**config.mk**
```make
export PLATFORM = sky130hd
export DESIGN_NAME = rvm_instr_decode
export DESIGN_NICKNAME = d
export VERILOG_FILES = /design/src/rtl/rvm_instr_decode_pkg.sv /design/src/rtl/rvm_decode_comb.sv /design/src/rtl/rvm_instr_decode.sv
export SDC_FILE = /design/constraint.sdc
export NUM_CORES = 1
export LEC_CHECK = 0
export BUFFER_PORTS_ARGS = -buffer_cell sky130_fd_sc_hd__clkbuf_2
export CELL_PAD_IN_SITES_DETAIL_PLACEMENT = 1
export CELL_PAD_IN_SITES_GLOBAL_PLACEMENT = 2
export CORE_MARGIN = 8
export CORE_UTILIZATION = 30
export CTS_CLUSTER_SIZE = 40
export DETAILED_ROUTE_END_ITERATION = 8
export MAX_ROUTING_LAYER = met4
export PLACE_DENSITY = 0.77
export REMOVE_ABC_BUFFERS = 1
export SLEW_MARGIN = 5
export SYNTH_ARGS = -nofsm -noshare
export SYNTH_HDL_FRONTEND = slang
export SYNTH_SLANG_ARGS = --single-unit
export TNS_END_PERCENT = 20
```
**constraint.sdc**
```tcl
create_clock -name clk -period 2.77 [get_ports clk]
set_input_delay 0.277 -clock clk [delete_from_list [all_inputs] [get_ports clk]]
set_output_delay 0.277 -clock clk [all_outputs]
set_load 0.01 [all_outputs]
```
**src/rtl/rvm_instr_decode_pkg.sv**
```systemverilog
// Shared constants for the fetch-capture/decode stage: major opcodes, instruction
// identifier codes, immediate formats, FSM states and the immediate builder.
package rvm_instr_decode_pkg;

    localparam logic [6:0] RVM_OPCODE_LUI      = 7'b0110111;
    localparam logic [6:0] RVM_OPCODE_AUIPC    = 7'b0010111;
    localparam logic [6:0] RVM_OPCODE_JAL      = 7'b1101111;
    localparam logic [6:0] RVM_OPCODE_JALR     = 7'b1100111;
    localparam logic [6:0] RVM_OPCODE_BRANCH   = 7'b1100011;
    localparam logic [6:0] RVM_OPCODE_LOAD     = 7'b0000011;
    localparam logic [6:0] RVM_OPCODE_STORE    = 7'b0100011;
    localparam logic [6:0] RVM_OPCODE_OP_IMM   = 7'b0010011;
    localparam logic [6:0] RVM_OPCODE_OP       = 7'b0110011;
    localparam logic [6:0] RVM_OPCODE_MISC_MEM = 7'b0001111;
    localparam logic [6:0] RVM_OPCODE_SYSTEM   = 7'b1110011;

    localparam logic [5:0] RVM_INSTR_INVALID = 6'd0;
    localparam logic [5:0] RVM_INSTR_LUI     = 6'd1;
    localparam logic [5:0] RVM_INSTR_AUIPC   = 6'd2;
    localparam logic [5:0] RVM_INSTR_JAL     = 6'd3;
    localparam logic [5:0] RVM_INSTR_JALR    = 6'd4;
    localparam logic [5:0] RVM_INSTR_BEQ     = 6'd5;
    localparam logic [5:0] RVM_INSTR_BNE     = 6'd6;
    localparam logic [5:0] RVM_INSTR_BLT     = 6'd7;
    localparam logic [5:0] RVM_INSTR_BGE     = 6'd8;
    localparam logic [5:0] RVM_INSTR_BLTU    = 6'd9;
    localparam logic [5:0] RVM_INSTR_BGEU    = 6'd10;
    localparam logic [5:0] RVM_INSTR_LB      = 6'd11;
    localparam logic [5:0] RVM_INSTR_LH      = 6'd12;
    localparam logic [5:0] RVM_INSTR_LW      = 6'd13;
    localparam logic [5:0] RVM_INSTR_LBU     = 6'd14;
    localparam logic [5:0] RVM_INSTR_LHU     = 6'd15;
    localparam logic [5:0] RVM_INSTR_SB      = 6'd16;
    localparam logic [5:0] RVM_INSTR_SH      = 6'd17;
    localparam logic [5:0] RVM_INSTR_SW      = 6'd18;
    localparam logic [5:0] RVM_INSTR_ADDI    = 6'd19;
    localparam logic [5:0] RVM_INSTR_SLTI    = 6'd20;
    localparam logic [5:0] RVM_INSTR_SLTIU   = 6'd21;
    localparam logic [5:0] RVM_INSTR_XORI    = 6'd22;
    localparam logic [5:0] RVM_INSTR_ORI     = 6'd23;
    localparam logic [5:0] RVM_INSTR_ANDI    = 6'd24;
    localparam logic [5:0] RVM_INSTR_SLLI    = 6'd25;
    localparam logic [5:0] RVM_INSTR_SRLI    = 6'd26;
    localparam logic [5:0] RVM_INSTR_SRAI    = 6'd27;
    localparam logic [5:0] RVM_INSTR_ADD     = 6'd28;
    localparam logic [5:0] RVM_INSTR_SUB     = 6'd29;
    localparam logic [5:0] RVM_INSTR_SLL     = 6'd30;
    localparam logic [5:0] RVM_INSTR_SLT     = 6'd31;
    localparam logic [5:0] RVM_INSTR_SLTU    = 6'd32;
    localparam logic [5:0] RVM_INSTR_XOR     = 6'd33;
    localparam logic [5:0] RVM_INSTR_SRL     = 6'd34;
    localparam logic [5:0] RVM_INSTR_SRA     = 6'd35;
    localparam logic [5:0] RVM_INSTR_OR      = 6'd36;
    localparam logic [5:0] RVM_INSTR_AND     = 6'd37;
    localparam logic [5:0] RVM_INSTR_FENCE   = 6'd38;
    localparam logic [5:0] RVM_INSTR_ECALL   = 6'd39;
    localparam logic [5:0] RVM_INSTR_EBREAK  = 6'd40;

    typedef enum logic [2:0] {
        ImmNone,
        ImmI,
        ImmS,
        ImmB,
        ImmU,
        ImmJ,
        ImmShamt
    } imm_fmt_e;

    typedef enum logic [1:0] {
        StIdle,
        StWait,
        StDecode,
        StHold
    } state_e;

    function automatic logic [31:0] imm_gen(input logic [31:0] word, input imm_fmt_e fmt);
        logic [31:0] res;
        res = '0;
        case (fmt)
            ImmI:     res = {{20{word[31]}}, word[31:20]};
            ImmS:     res = {{20{word[31]}}, word[31:25], word[11:7]};
            ImmB:     res = {{19{word[31]}}, word[31], word[7], word[30:25], word[11:8], 1'b0};
            ImmU:     res = {word[31:12], 12'b0};
            ImmJ:     res = {{11{word[31]}}, word[31], word[19:12], word[20], word[30:21], 1'b0};
            ImmShamt: res = {27'b0, word[24:20]};
            default:  res = '0;
        endcase
        return res;
    endfunction

endpackage

```
**src/rtl/rvm_decode_comb.sv**
```systemverilog
// Purely combinational instruction word decoder: identifier code and immediate.
// Any word without an exact opcode/funct match decodes to code 0 with a zero immediate.
module rvm_decode_comb
    import rvm_instr_decode_pkg::*;
(
    input  logic [31:0] ir,
    output logic [5:0]  instr,
    output logic [31:0] imm,
    output logic        illegal
);

    logic [6:0] opcode;
    logic [2:0] funct3;
    logic [6:0] funct7;
    imm_fmt_e   fmt;

    assign opcode = ir[6:0];
    assign funct3 = ir[14:12];
    assign funct7 = ir[31:25];

    always_comb begin
        instr = RVM_INSTR_INVALID;
        fmt   = ImmNone;
        case (opcode)
            RVM_OPCODE_LUI: begin
                instr = RVM_INSTR_LUI;
                fmt   = ImmU;
            end
            RVM_OPCODE_AUIPC: begin
                instr = RVM_INSTR_AUIPC;
                fmt   = ImmU;
            end
            RVM_OPCODE_JAL: begin
                instr = RVM_INSTR_JAL;
                fmt   = ImmJ;
            end
            RVM_OPCODE_JALR: begin
                fmt = ImmI;
                if (funct3 == 3'b000) instr = RVM_INSTR_JALR;
            end
            RVM_OPCODE_BRANCH: begin
                fmt = ImmB;
                case (funct3)
                    3'b000:  instr = RVM_INSTR_BEQ;
                    3'b001:  instr = RVM_INSTR_BNE;
                    3'b100:  instr = RVM_INSTR_BLT;
                    3'b101:  instr = RVM_INSTR_BGE;
                    3'b110:  instr = RVM_INSTR_BLTU;
                    3'b111:  instr = RVM_INSTR_BGEU;
                    default: instr = RVM_INSTR_INVALID;
                endcase
            end
            RVM_OPCODE_LOAD: begin
                fmt = ImmI;
                case (funct3)
                    3'b000:  instr = RVM_INSTR_LB;
                    3'b001:  instr = RVM_INSTR_LH;
                    3'b010:  instr = RVM_INSTR_LW;
                    3'b100:  instr = RVM_INSTR_LBU;
                    3'b101:  instr = RVM_INSTR_LHU;
                    default: instr = RVM_INSTR_INVALID;
                endcase
            end
            RVM_OPCODE_STORE: begin
                fmt = ImmS;
                case (funct3)
                    3'b000:  instr = RVM_INSTR_SB;
                    3'b001:  instr = RVM_INSTR_SH;
                    3'b010:  instr = RVM_INSTR_SW;
                    default: instr = RVM_INSTR_INVALID;
                endcase
            end
            RVM_OPCODE_OP_IMM: begin
                fmt = ImmI;
                case (funct3)
                    3'b000: instr = RVM_INSTR_ADDI;
                    3'b010: instr = RVM_INSTR_SLTI;
                    3'b011: instr = RVM_INSTR_SLTIU;
                    3'b100: instr = RVM_INSTR_XORI;
                    3'b110: instr = RVM_INSTR_ORI;
                    3'b111: instr = RVM_INSTR_ANDI;
                    3'b001: begin
                        fmt = ImmShamt;
                        if (funct7 == 7'h00) instr = RVM_INSTR_SLLI;
                    end
                    default: begin
                        fmt = ImmShamt;
                        if (funct7 == 7'h00)      instr = RVM_INSTR_SRLI;
                        else if (funct7 == 7'h20) instr = RVM_INSTR_SRAI;
                    end
                endcase
            end
            RVM_OPCODE_OP: begin
                if (funct7 == 7'h00) begin
                    case (funct3)
                        3'b000:  instr = RVM_INSTR_ADD;
                        3'b001:  instr = RVM_INSTR_SLL;
                        3'b010:  instr = RVM_INSTR_SLT;
                        3'b011:  instr = RVM_INSTR_SLTU;
                        3'b100:  instr = RVM_INSTR_XOR;
                        3'b101:  instr = RVM_INSTR_SRL;
                        3'b110:  instr = RVM_INSTR_OR;
                        default: instr = RVM_INSTR_AND;
                    endcase
                end else if (funct7 == 7'h20) begin
                    if (funct3 == 3'b000)      instr = RVM_INSTR_SUB;
                    else if (funct3 == 3'b101) instr = RVM_INSTR_SRA;
                end
            end
            RVM_OPCODE_MISC_MEM: begin
                fmt = ImmI;
                if (funct3 == 3'b000) instr = RVM_INSTR_FENCE;
            end
            RVM_OPCODE_SYSTEM: begin
                fmt = ImmI;
                // rs1, funct3 and rd must all be zero for ECALL/EBREAK
                if (ir[19:7] == 13'd0) begin
                    if (ir[31:20] == 12'd0)      instr = RVM_INSTR_ECALL;
                    else if (ir[31:20] == 12'd1) instr = RVM_INSTR_EBREAK;
                end
            end
            default: instr = RVM_INSTR_INVALID;
        endcase
    end

    assign illegal = (instr == RVM_INSTR_INVALID);
    assign imm     = illegal ? 32'd0 : imm_gen(ir, fmt);

endmodule

```
**src/rtl/rvm_instr_decode.sv**
```systemverilog
// Fetch-capture and decode stage: latches the instruction word when the memory read
// completes, decodes it one cycle later and holds the registered fields until the next fetch.
module rvm_instr_decode
    import rvm_instr_decode_pkg::*;
#(
    parameter logic [31:0] RESET_INSTR = 32'h00000013
) (
    input  logic        clk,
    input  logic        resetn,
    input  logic        f_req,
    input  logic [31:0] mem_rdata,
    input  logic        mem_stall,
    input  logic        mem_error,
    output logic        d_valid,
    output logic        d_error,
    output logic [31:0] d_ir,
    output logic [4:0]  i_rs1_addr,
    output logic [4:0]  i_rs2_addr,
    output logic [4:0]  i_rd_addr,
    output logic [31:0] i_immediate,
    output logic [5:0]  i_instr
);

    state_e      state_q, state_d;
    logic        err_q;
    logic        start;
    logic        capture;
    logic [5:0]  dec_instr;
    logic [31:0] dec_imm;
    logic        dec_illegal;

    // A fetch is only accepted between transactions; f_req in WAIT/DECODE is dropped.
    assign start   = f_req && ((state_q == StIdle) || (state_q == StHold));
    assign capture = !mem_stall && (start || (state_q == StWait));

    always_comb begin
        state_d = state_q;
        unique case (state_q)
            StIdle, StHold: begin
                if (start) state_d = capture ? StDecode : StWait;
            end
            StWait: begin
                if (capture) state_d = StDecode;
            end
            StDecode: state_d = StHold;
            default:  state_d = StIdle;
        endcase
    end

    always_ff @(posedge clk or negedge resetn) begin
        if (!resetn) begin
            state_q <= StIdle;
        end else begin
            state_q <= state_d;
        end
    end

    always_ff @(posedge clk or negedge resetn) begin
        if (!resetn) begin
            d_ir  <= RESET_INSTR;
            err_q <= 1'b0;
        end else if (capture) begin
            d_ir  <= mem_rdata;
            err_q <= mem_error;
        end
    end

    rvm_decode_comb u_decode_comb (
        .ir      (d_ir),
        .instr   (dec_instr),
        .imm     (dec_imm),
        .illegal (dec_illegal)
    );

    always_ff @(posedge clk or negedge resetn) begin
        if (!resetn) begin
            d_valid     <= 1'b0;
            d_error     <= 1'b0;
            i_rs1_addr  <= 5'd0;
            i_rs2_addr  <= 5'd0;
            i_rd_addr   <= 5'd0;
            i_immediate <= 32'd0;
            i_instr     <= 6'd0;
        end else if (start) begin
            d_valid <= 1'b0;
            d_error <= 1'b0;
        end else if (state_q == StDecode) begin
            d_valid     <= 1'b1;
            d_error     <= err_q || dec_illegal;
            i_rs1_addr  <= d_ir[19:15];
            i_rs2_addr  <= d_ir[24:20];
            i_rd_addr   <= d_ir[11:7];
            // A bus error overrides whatever the captured word happened to decode to
            i_immediate <= err_q ? 32'd0 : dec_imm;
            i_instr     <= err_q ? RVM_INSTR_INVALID : dec_instr;
        end
    end

endmodule
```
==> results.cfg <==
[grt]
grt_max_degree = 91
use_met2 = 0.2753
grtUsageMet3 = 0.03410
grt_pass1_vias = 4474
use_met1 = 0.2198
grt_most_used_layer = met2
grt_pass1_wl_mm = 26.10
grt.overflow.total = 0
antenna_found_initial = 0
track_usage = 0.1731

[layout]
area_growth_pct = 31.20
final_common_cell = clkbuf_2
fin_util = 0.4029
final_cell_mix = clkbuf_2 (122), dfrtp_1 (87), buf_4 (50), mux2_2 (47), a21oi_1 (33)
nNetsFinal = 617
drive_above_1_share = 0.4580
n_antenna_cell = 0
nFillCells = 1730

[place]
io_buffers = 123
gp_congestion = 0.8804
post-dp-hpwl_mm = 12.18

[detailed_routing]
vias = 4129
via_per_inst = 5.355
drt-initial-drc-count = 166
postRouteWirelength_mm = 16.41
drt-pass1-iter-count = 4
ant_nets = 0
wl_per_cell_um = 21.29
drc = 0

[die]
die_w_um = 140.7
start_util = 0.3071
core_sq_um = 15200
die_y_um = 140.7
ioPinCount = 124
die_area_sq_um = 19810
rows = 45

[timing]
worst_slew_pin_slew_ns = 0.5170
hold_viol = 0
tns_ns = 0
fin_skew_ns = 0.008730
hold_ws_ns = 0.1413
max_slew_margin = 0.6553
finalCriticalPeriod_ns = 2.699
finalCritPeriodShare = 0.9745
setup-violations-final = 0
fmax_mhz = 370.5
drv_slew = 0
rsz0062_at_grt = yes

[flow_run]
max_cap_viol_count = 0

[critical_path]
crit_type = reg -> reg
worst_setup_path_end_kind = register
cp_data_arrival_time_ns = 2.95
critPathMaxFanout = 13
start_kind = register
cp.required_ns = 3.02

[power_and_ir_drop]
internal-power_mw = 3.968
leakagePower_nw = 2.748
ir_worst_vdd_mv = 0.4369
pwr-share-comb = 0.508
p_sw_mw = 2.937
swShare = 0.4253
p_clk_frac = 0.172
seqPwrFrac = 0.320
p_per_area_nw_per_um2 = 1127
power_mw = 6.905

[logic_synthesis]
ys_ff_latch = 90
synth.avg_cell_area_sq_um = 10.86
yosysTopAreaCell = dfrtp_1
netlist_instances = 430
synth.distinct_cells = 64
synth_edf_count = 0
async_flop_share = 1.000
synth_top_cells_by_area = dfrtp_1 (47%), mux2_2 (11%), o2bb2ai_1 (3.9%)
synth_warnings = 0
synth_top_cell_area_share = 0.4664
yosysSeqAreaShare = 0.4832
syn_area_sq_um = 4668
synth_ff_type = dfrtp_1

[clock_network]
ctsLongestPathBuffers = 2
cts.sinks = 90
h-tree-depth = 3
clockRootBuffer = clkbuf_16
clk_latency_ns = 0.35
cts_buffers = 9
cts_tree = done
clkTransAtPathRegs_ns = 0.07

[outcome]
status = finished, final reports clean

[min_path]
hold_path.class = in -> reg
-- Yosys cell counts, types with 4 or more instances --
master	number
o2bb2ai_1	21
nand3_1	9
a211oi_1	4
nor4b_1	4
nand3b_1	6
dfrtp_1	87
nor2b_1	4
inv_1	13
nand4_1	5
clkbuf_1	32
nand2_1	15
o21ai_0	10
a21oi_1	33
nand2b_1	8
nor4_1	5
a22o_1	11
and2_1	4
o31ai_1	6
o32ai_2	6
mux2_2	47
or2_2	4
nor2_1	22
nor3_1	6
-- power groups by stage --
stage	Sequential, mW	Combinational (mW)	Clock [mW]
global route	2.28	3.82	1.28
floorplan	2.48	1.56	0
detailed placement	2.22	3.52	0
finish	2.21	3.51	1.19
CTS	2.20	3.54	1.24
global placement	2.19	3.46	0
-- critical path, stage by stage (launching register included) --
cell	delay [ns]
dfrtp_1	0.38
or4_4	0.61
or4_4	0.46
or3_1	0.35
nand4_1	0.11
nor4b_1	0.06
buf_4	0.15
and2_4	0.20
o32ai_1	0.28
-- registers in the layout, indices dropped and copies added (netlist names) --
register     cells
i_rs1_addr       5
i_rd_addr        5
i_instr          6
i_immediate     32
d_error          1
state_q          2
i_rs2_addr       5
err_q            1
d_valid          1
d_ir            32
-- area by class of cell --
type | count | area [sq um] | area share
inverters | 13 | 48.80 | 0.007967
clock buffers | 11 | 252.7 | 0.04127
multi-input cells | 289 | 2255 | 0.3681
clock inverters | 5 | 37.54 | 0.006129
repair buffers | 175 | 1036 | 0.1692
well taps | 188 | 235.2 | 0.03841
flip-flops and latches | 90 | 2260 | 0.3689
-- cell families (layout without fill, tap and decap cells) --
kind of cell    Yosys count  after routing  share of synthesized area
xor+xnor                  1              1                   0.001877
mux                      49             49                     0.1177
flops                    90             90                     0.4832
compound gates          119            119                     0.1930
buf+inv                  51            204                    0.04610
simple gates            117            117                     0.1506
fa+ha+maj                 3              3                   0.007504
-- stage by stage --
stage	std cells	setup WS, ns	area, sq um
2_1_floorplan	392	0.03457	4502
3_3_place_gp	753	0.05353	5763
3_5_place_dp	753	0.06050	5763
4_1_cts	770	0.01972	6063
5_1_grt	771	-0.01395	6125
6_report	771	0.07065	6125
-- worst paths after layout --
kind / slack (ns) / to / cells after the start / startpoint
setup / recovery: 0.07 / i_immediate[12]$_DFFE_PN0P_ / 8 / d_ir[26]$_DFFE_PN0P_
hold / removal: 0.14 / d_ir[20]$_DFFE_PN0P_ / 3 / mem_rdata[20]
setup reg to reg: 0.07 / i_immediate[12]$_DFFE_PN0P_ / 8 / d_ir[26]$_DFFE_PN0P_
hold reg to reg: 0.49 / i_immediate[1]$_DFFE_PN0P_ / 1 / i_immediate[1]$_DFFE_PN0P_
max in group asynchronous: 1.84 / d_ir[0]$_DFFE_PN1P_ / 3 / resetn
min in group asynchronous: 0.50 / i_immediate[8]$_DFFE_PN0P_ / 3 / resetn
-- routing by layer --
layer | share of wire | vias up
met4 | 0.014 | 0
met5 | 0 | -
met2 | 0.49 | 95
met1 | 0.46 | 2108
met3 | 0.036 | 19
li1 | - | 1907
-- repair_timing --
item | CTS | global route
setup buffers | 0 | 1
hold buffers | 1 | 0
endpoints found under the setup margin | 0 | 26
gates resized for setup | 0 | 11
hold endpoints to repair | 79 | 0
Note: power is estimated with default switching activity, not from simulation.
